$ cat config.mk
export PLATFORM = sky130hd
export DESIGN_NAME = fechadura_ctrl_flat
export DESIGN_NICKNAME = d
export VERILOG_FILES = /design/src/rtl/fechadura_if.sv /design/src/rtl/fechadura_ctrl.sv /design/src/flat_wrapper.sv
export SDC_FILE = /design/constraint.sdc
export NUM_CORES = 1
export LEC_CHECK = 0
export CORE_MARGIN = 5
export CORE_UTILIZATION = 35
export DETAILED_ROUTE_END_ITERATION = 7
export GPL_TIMING_DRIVEN = 0
export PLACE_DENSITY = 0.52
export REMOVE_ABC_BUFFERS = 1
export SKIP_CTS_REPAIR_TIMING = 1
export SYNTH_ARGS = -nofsm -noshare
export SYNTH_HDL_FRONTEND = slang
export SYNTH_SLANG_ARGS = --single-unit
$ cat constraint.sdc
create_clock -name clk -period 2.1 [get_ports clk]
set_input_delay 0.42 -clock clk [delete_from_list [all_inputs] [get_ports clk]]
set_output_delay 0.42 -clock clk [all_outputs]
set_load 0.1 [all_outputs]
$ cat src/rtl/fechadura_if.sv
// fechadura_if: keypad-to-controller bus of the electronic lock.
// change_req is present only when PWD_CHANGE_EN is defined.
interface fechadura_if #(
    parameter int N_DIGITS = 4
);
    logic                          digit_valid;
    logic [3:0]                    digit;
    logic                          confirm;
    logic                          clear;
`ifdef PWD_CHANGE_EN
    logic                          change_req;
`endif
    logic                          unlocked;
    logic                          error;
    logic                          blocked;
    logic [$clog2(N_DIGITS+1)-1:0] digits_entered;
`ifdef PWD_CHANGE_EN
    modport master (output digit_valid, digit, confirm, clear, change_req,
                    input unlocked, error, blocked, digits_entered);
    modport slave (input digit_valid, digit, confirm, clear, change_req,
                   output unlocked, error, blocked, digits_entered);
`else
    modport master (output digit_valid, digit, confirm, clear,
                    input unlocked, error, blocked, digits_entered);
    modport slave (input digit_valid, digit, confirm, clear,
                   output unlocked, error, blocked, digits_entered);
`endif
endinterface

$ cat src/rtl/fechadura_ctrl.sv
// fechadura_ctrl: password controller of the electronic lock (entry, check, open/error/lockout timing).
// Optional PWD_CHANGE_EN: change_req in OPEN enters NEW_PWD to replace the stored password.
module fechadura_ctrl #(
    parameter int                    N_DIGITS      = 4,
    parameter logic [4*N_DIGITS-1:0] PASSWORD      = 16'h1234,
    parameter int                    MAX_TRIES     = 3,
    parameter int                    UNLOCK_CYCLES = 50000,
    parameter int                    ERR_CYCLES    = 5000,
    parameter int                    LOCK_CYCLES   = 500000
) (
    input logic        clk,
    input logic        rst,
    fechadura_if.slave bus
);
    localparam int BW    = 4 * N_DIGITS;
    localparam int CW    = $clog2(N_DIGITS + 1);
    localparam int RW    = $clog2(MAX_TRIES + 1);
    localparam int T_MAX = UNLOCK_CYCLES > ERR_CYCLES
                         ? (UNLOCK_CYCLES > LOCK_CYCLES ? UNLOCK_CYCLES : LOCK_CYCLES)
                         : (ERR_CYCLES > LOCK_CYCLES ? ERR_CYCLES : LOCK_CYCLES);
    localparam int TW    = $clog2(T_MAX + 1);

    typedef enum logic [2:0] {IDLE, ENTRY, CHECK, OPEN, ERROR, BLOCKED, NEW_PWD} state_t;

    state_t          state_q, state_d;
    logic [BW-1:0]   buf_q, buf_d;
    logic [CW-1:0]   cnt_q, cnt_d;
    logic [RW-1:0]   tries_q, tries_d;
    logic [TW-1:0]   timer_q, timer_d;
    logic [BW-1:0]   pwd_q;
    logic            full, dig_ok, expired;

    assign full    = cnt_q == CW'(N_DIGITS);
    assign dig_ok  = bus.digit_valid && bus.digit <= 4'd9;
    assign expired = timer_q == TW'(1);

`ifdef PWD_CHANGE_EN
    logic [BW-1:0] pwd_d;
    always_ff @(posedge clk or posedge rst)
        if (rst) pwd_q <= PASSWORD;
        else     pwd_q <= pwd_d;
`else
    assign pwd_q = PASSWORD;
`endif

    always_comb begin
        state_d = state_q;
        buf_d   = buf_q;
        cnt_d   = cnt_q;
        tries_d = tries_q;
        timer_d = expired ? timer_q : timer_q - TW'(1);
`ifdef PWD_CHANGE_EN
        pwd_d   = pwd_q;
`endif
        case (state_q)
            IDLE, ENTRY, NEW_PWD: begin
                if (bus.confirm) begin
`ifdef PWD_CHANGE_EN
                    if (state_q == NEW_PWD) begin
                        buf_d   = '0;
                        cnt_d   = '0;
                        timer_d = TW'(ERR_CYCLES);
                        state_d = full ? IDLE : ERROR;
                        pwd_d   = full ? buf_q : pwd_q;
                    end else
`endif
                    state_d = CHECK;
                end else if (bus.clear) begin
                    buf_d   = '0;
                    cnt_d   = '0;
                    state_d = state_q == NEW_PWD ? NEW_PWD : IDLE;
                end else if (dig_ok) begin
                    buf_d   = full ? buf_q : (buf_q << 4) | BW'(bus.digit);
                    cnt_d   = full ? cnt_q : cnt_q + CW'(1);
                    state_d = state_q == NEW_PWD ? NEW_PWD : ENTRY;
                end
            end
            CHECK: begin
                buf_d = '0;
                cnt_d = '0;
                if (full && buf_q == pwd_q) begin
                    tries_d = '0;
                    timer_d = TW'(UNLOCK_CYCLES);
                    state_d = OPEN;
                end else begin
                    tries_d = tries_q + RW'(1);
                    // the failure that reaches MAX_TRIES goes straight to lockout
                    state_d = tries_d == RW'(MAX_TRIES) ? BLOCKED : ERROR;
                    timer_d = tries_d == RW'(MAX_TRIES) ? TW'(LOCK_CYCLES) : TW'(ERR_CYCLES);
                end
            end
            OPEN: begin
`ifdef PWD_CHANGE_EN
                if (bus.change_req) begin
                    buf_d   = '0;
                    cnt_d   = '0;
                    state_d = NEW_PWD;
                end else
`endif
                state_d = expired ? IDLE : OPEN;
            end
            ERROR:   state_d = expired ? IDLE : ERROR;
            BLOCKED: begin
                state_d = expired ? IDLE : BLOCKED;
                tries_d = expired ? '0 : tries_q;
            end
            default: state_d = IDLE;
        endcase
    end

    always_ff @(posedge clk or posedge rst)
        if (rst) begin
            state_q <= IDLE;
            buf_q   <= '0;
            cnt_q   <= '0;
            tries_q <= '0;
            timer_q <= '0;
        end else begin
            state_q <= state_d;
            buf_q   <= buf_d;
            cnt_q   <= cnt_d;
            tries_q <= tries_d;
            timer_q <= timer_d;
        end

    assign bus.unlocked       = state_q == OPEN || state_q == NEW_PWD;
    assign bus.error          = state_q == ERROR;
    assign bus.blocked        = state_q == BLOCKED;
    assign bus.digits_entered = cnt_q;
endmodule

$ cat src/flat_wrapper.sv
// flat-port wrapper written by rule: the top's interface ports become plain ports
module fechadura_ctrl_flat 
#(
    parameter int                    N_DIGITS      = 4,
    parameter logic [4*N_DIGITS-1:0] PASSWORD      = 16'h1234,
    parameter int                    MAX_TRIES     = 3,
    parameter int                    UNLOCK_CYCLES = 50000,
    parameter int                    ERR_CYCLES    = 5000,
    parameter int                    LOCK_CYCLES   = 500000
)
  (clk, rst, bus_digit_valid, bus_digit, bus_confirm, bus_clear, bus_unlocked, bus_error, bus_blocked, bus_digits_entered);
  fechadura_if #(.N_DIGITS(N_DIGITS)) bus_i ();
  input logic clk;
  input logic rst;
  input wire logic [$bits(bus_i.digit_valid)-1:0] bus_digit_valid;
  input wire logic [$bits(bus_i.digit)-1:0] bus_digit;
  input wire logic [$bits(bus_i.confirm)-1:0] bus_confirm;
  input wire logic [$bits(bus_i.clear)-1:0] bus_clear;
  output wire logic [$bits(bus_i.unlocked)-1:0] bus_unlocked;
  output wire logic [$bits(bus_i.error)-1:0] bus_error;
  output wire logic [$bits(bus_i.blocked)-1:0] bus_blocked;
  output wire logic [$bits(bus_i.digits_entered)-1:0] bus_digits_entered;
  assign bus_i.digit_valid = bus_digit_valid;
  assign bus_i.digit = bus_digit;
  assign bus_i.confirm = bus_confirm;
  assign bus_i.clear = bus_clear;
  assign bus_unlocked = bus_i.unlocked;
  assign bus_error = bus_i.error;
  assign bus_blocked = bus_i.blocked;
  assign bus_digits_entered = bus_i.digits_entered;
  fechadura_ctrl #(.N_DIGITS(N_DIGITS), .PASSWORD(PASSWORD), .MAX_TRIES(MAX_TRIES), .UNLOCK_CYCLES(UNLOCK_CYCLES), .ERR_CYCLES(ERR_CYCLES), .LOCK_CYCLES(LOCK_CYCLES)) u_core (.clk(clk), .rst(rst), .bus(bus_i));
endmodule
==> qor.txt <==
run status = finished, violations left
failing checks = setup timing
grt ovf = 0
largest net degree at the start of global routing = 32
setup ws final = -11.7 ps
syn_area_per_cell = 9.26 um^2
clock buffer depth = 2
Most used DFF post-synth = dfrtp_1
type of origin of the critical path = register
diodes inserted = 0
Setup-failing EPs final = 1
DR vias = 1978
# DRC = 0
# IOs = 15
post-placement cell count = 362
port bufs = 14
clock skew = 8.49 ps
Slew Viols, Final = 0
initial antenna violation count = 0
Async SR Flop Fraction = 1.00
Final Hold Viols = 0
DRT iter0 DRCs = 52
Req. time, crit path = 2280 ps
Yosys reg bits = 43
final hold slack = 381 ps
Seq/Total Area, Yosys = 0.439
CTS tree = yes
met2 track demand over resource = 0.218
first-pass GRT wire length = 9440 um
crit-path cells = or4_4 > or4_4 > or3_4 > xor2_2 > o22ai_2
vias per inst = 5.15
RSZ-0062 raised after global routing = yes
peak supply drop = 601 uV
crit path max-delay cell type = or4_4
Yosys cell types = 57
layout cells sized above 1 = 0.212
Area Overhead vs Synth = 22.9%
Mapped Cells = 265
vias in the first global route = 1835
met3 usage = 0.0280
Critical Path Sink Type = register
Lkg Pwr = 1.31 nW
Ys Warns = 0
Chip Width = 93.7 um
Post-synth EDFFs = 0
Post-Syn Area = 2450 um^2
GR peak layer = met2
worst slack at placement = -756 ps
most frequent CP cell = or4_4
hpwl dp = 3880 um
GR Util met1 = 0.187
Clock transition at path regs = 90 ps
Die Span Y = 93.7 um
Nets = 301
max_slew headroom = 0.348
Max stage delay on crit path = 570 ps
Starting Density = 0.361
total track usage = 0.137
gp weighted congestion = 0.794
Pwr Density = 1400 nW/um^2
wirelength, routed = 5770 um
setup_tns = -11.7 ps
Hold/Removal Path Class = input port to async pin
worst-path maximum fanout = 3
H-tree depth = 2
Final period util = 1.01
clk_lat worst skew = 300 ps
Initial DRT Pass Iterations = 4
Core ar. = 6790 um^2
Routed Antenna Nets = 0
CTS Buf Count = 5
Clock Sinks = 43
CTS root buf = clkbuf_8
highest clock rate = 474 MHz
routed len/inst = 15.0 um
Row Count = 30
Design Power = 4.21 mW
final worst path period need = 2110 ps
Slew @ Worst Pin = 977 ps
CP arrival = 2290 ps
Max-Cap Viols = 0
die area = 8780 um^2
crit path kind = register to register
Non-Filler Instances = 384
==> per-layer routing <==
layer | share of wire | up-vias
met1 | 0.48 | 936
met4 | 0.016 | 0
li1 | - | 991
met3 | 0.042 | 10
met5 | 0 | -
met2 | 0.46 | 41
==> registers in the layout, summed over array words and instances (netlist names) <==
| signal | cells |
|---|---|
| u_core.state_q | 3 |
| u_core.tries_q | 2 |
| u_core.bus.digits_entered | 3 |
| u_core.timer_q | 19 |
| u_core.buf_q | 16 |
==> worst paths after layout <==
kind	startpoint	end	slack (ps)	cells after the start
min in group clk	u_core.tries_q[0]$_DFFE_PP0P_	u_core.tries_q[0]$_DFFE_PP0P_	510	1
worst min register to register	u_core.tries_q[0]$_DFFE_PP0P_	u_core.tries_q[0]$_DFFE_PP0P_	510	1
max in group asynchronous	rst	u_core.state_q[2]$_DFFE_PP0P_	1230	3
worst max-delay path	u_core.timer_q[7]$_DFFE_PP0P_	u_core.timer_q[12]$_DFFE_PP0P_	-10	5
worst min-delay path	rst	u_core.timer_q[17]$_DFFE_PP0P_	380	2
worst max register to register	u_core.timer_q[7]$_DFFE_PP0P_	u_core.timer_q[12]$_DFFE_PP0P_	-10	5
==> cells in the mapped netlist (2+ instances only) <==
cell type / n / share of area
a41o_1: 2 / 0.0082
nand4_1: 3 / 0.0076
inv_1: 23 / 0.035
dfrtp_1: 43 / 0.44
xnor2_1: 5 / 0.018
o22ai_1: 3 / 0.0076
nor2_1: 21 / 0.032
a31oi_1: 7 / 0.018
a21boi_0: 2 / 0.0061
o211ai_1: 4 / 0.012
nand2b_1: 2 / 0.0051
a211oi_1: 3 / 0.0092
ha_1: 5 / 0.025
o21ai_0: 6 / 0.012
nand2_1: 30 / 0.046
a21oi_1: 9 / 0.018
o22a_1: 3 / 0.011
o41ai_1: 3 / 0.011
nor2b_1: 2 / 0.0051
or3b_2: 2 / 0.0071
xor2_1: 5 / 0.018
nor4b_1: 3 / 0.011
nand3_1: 5 / 0.010
clkbuf_1: 11 / 0.017
nor4_1: 6 / 0.015
nor3_1: 8 / 0.016
or3_1: 2 / 0.0051
or4_1: 4 / 0.012
mux2i_1: 15 / 0.061
==> cell families (layout without fill, tap and decap cells) <==
family,Yosys count,in the layout,share of synthesized area
DFF,43,43,0.439
AOI/OAI and AO/OA,55,55,0.161
adders and majority gates,5,5,0.0255
muxes,15,15,0.0612
xor gates and xnor gates,10,10,0.0357
and+or+nand+nor,99,99,0.215
buffers and inverters,38,61,0.0632
==> report_power, final <==
group,switching (mW),internal [mW]
Sequential,0.398,1.15
Clock,0.308,0.232
Combinational,1.25,0.871
Total,1.96,2.25
==> through the flow <==
step                      utilization  area, um^2
after global routing            0.444        3020
after detailed placement        0.395        2680
after CTS                       0.408        2770
after floorplan                     -        2380
final                           0.444        3020
after global placement          0.389        2650
==> cell type report <==
cell class,count,area (um^2)
flip-flops and latches,43,1080
clock inverters,3,20.0
inverters,23,86.3
repair buffers,30,294
fillers,674,3780
multi-input cells,184,1350
well taps,96,120
clock buffers,5,68.8
==> worst max-delay path: cells and delay by family (launching register included) <==
| kind | cells | cell delay [ps] |
|---|---|---|
| AO/OA/AOI/OAI | 1 | 70 |
| XOR/XNOR | 1 | 140 |
| flip-flops | 1 | 420 |
| AND/OR/NAND/NOR | 3 | 1360 |
==> layout by cell type, fill, tap and decap left out, types with 4 or more instances in the layout <==
cell / count
or4_4: 4
dfrtp_1: 40
a31oi_1: 7
a21oi_1: 9
nor4_1: 4
o211ai_1: 4
nor3_1: 7
ha_1: 4
xor2_1: 4
nor2_1: 19
nand2_1: 28
o21ai_0: 4
mux2i_1: 15
inv_1: 20
buf_4: 12
xnor2_1: 5
clkdlybuf4s50_1: 8
clkbuf_8: 5
nand3_1: 5
Note: power is estimated with default switching activity, not from simulation.
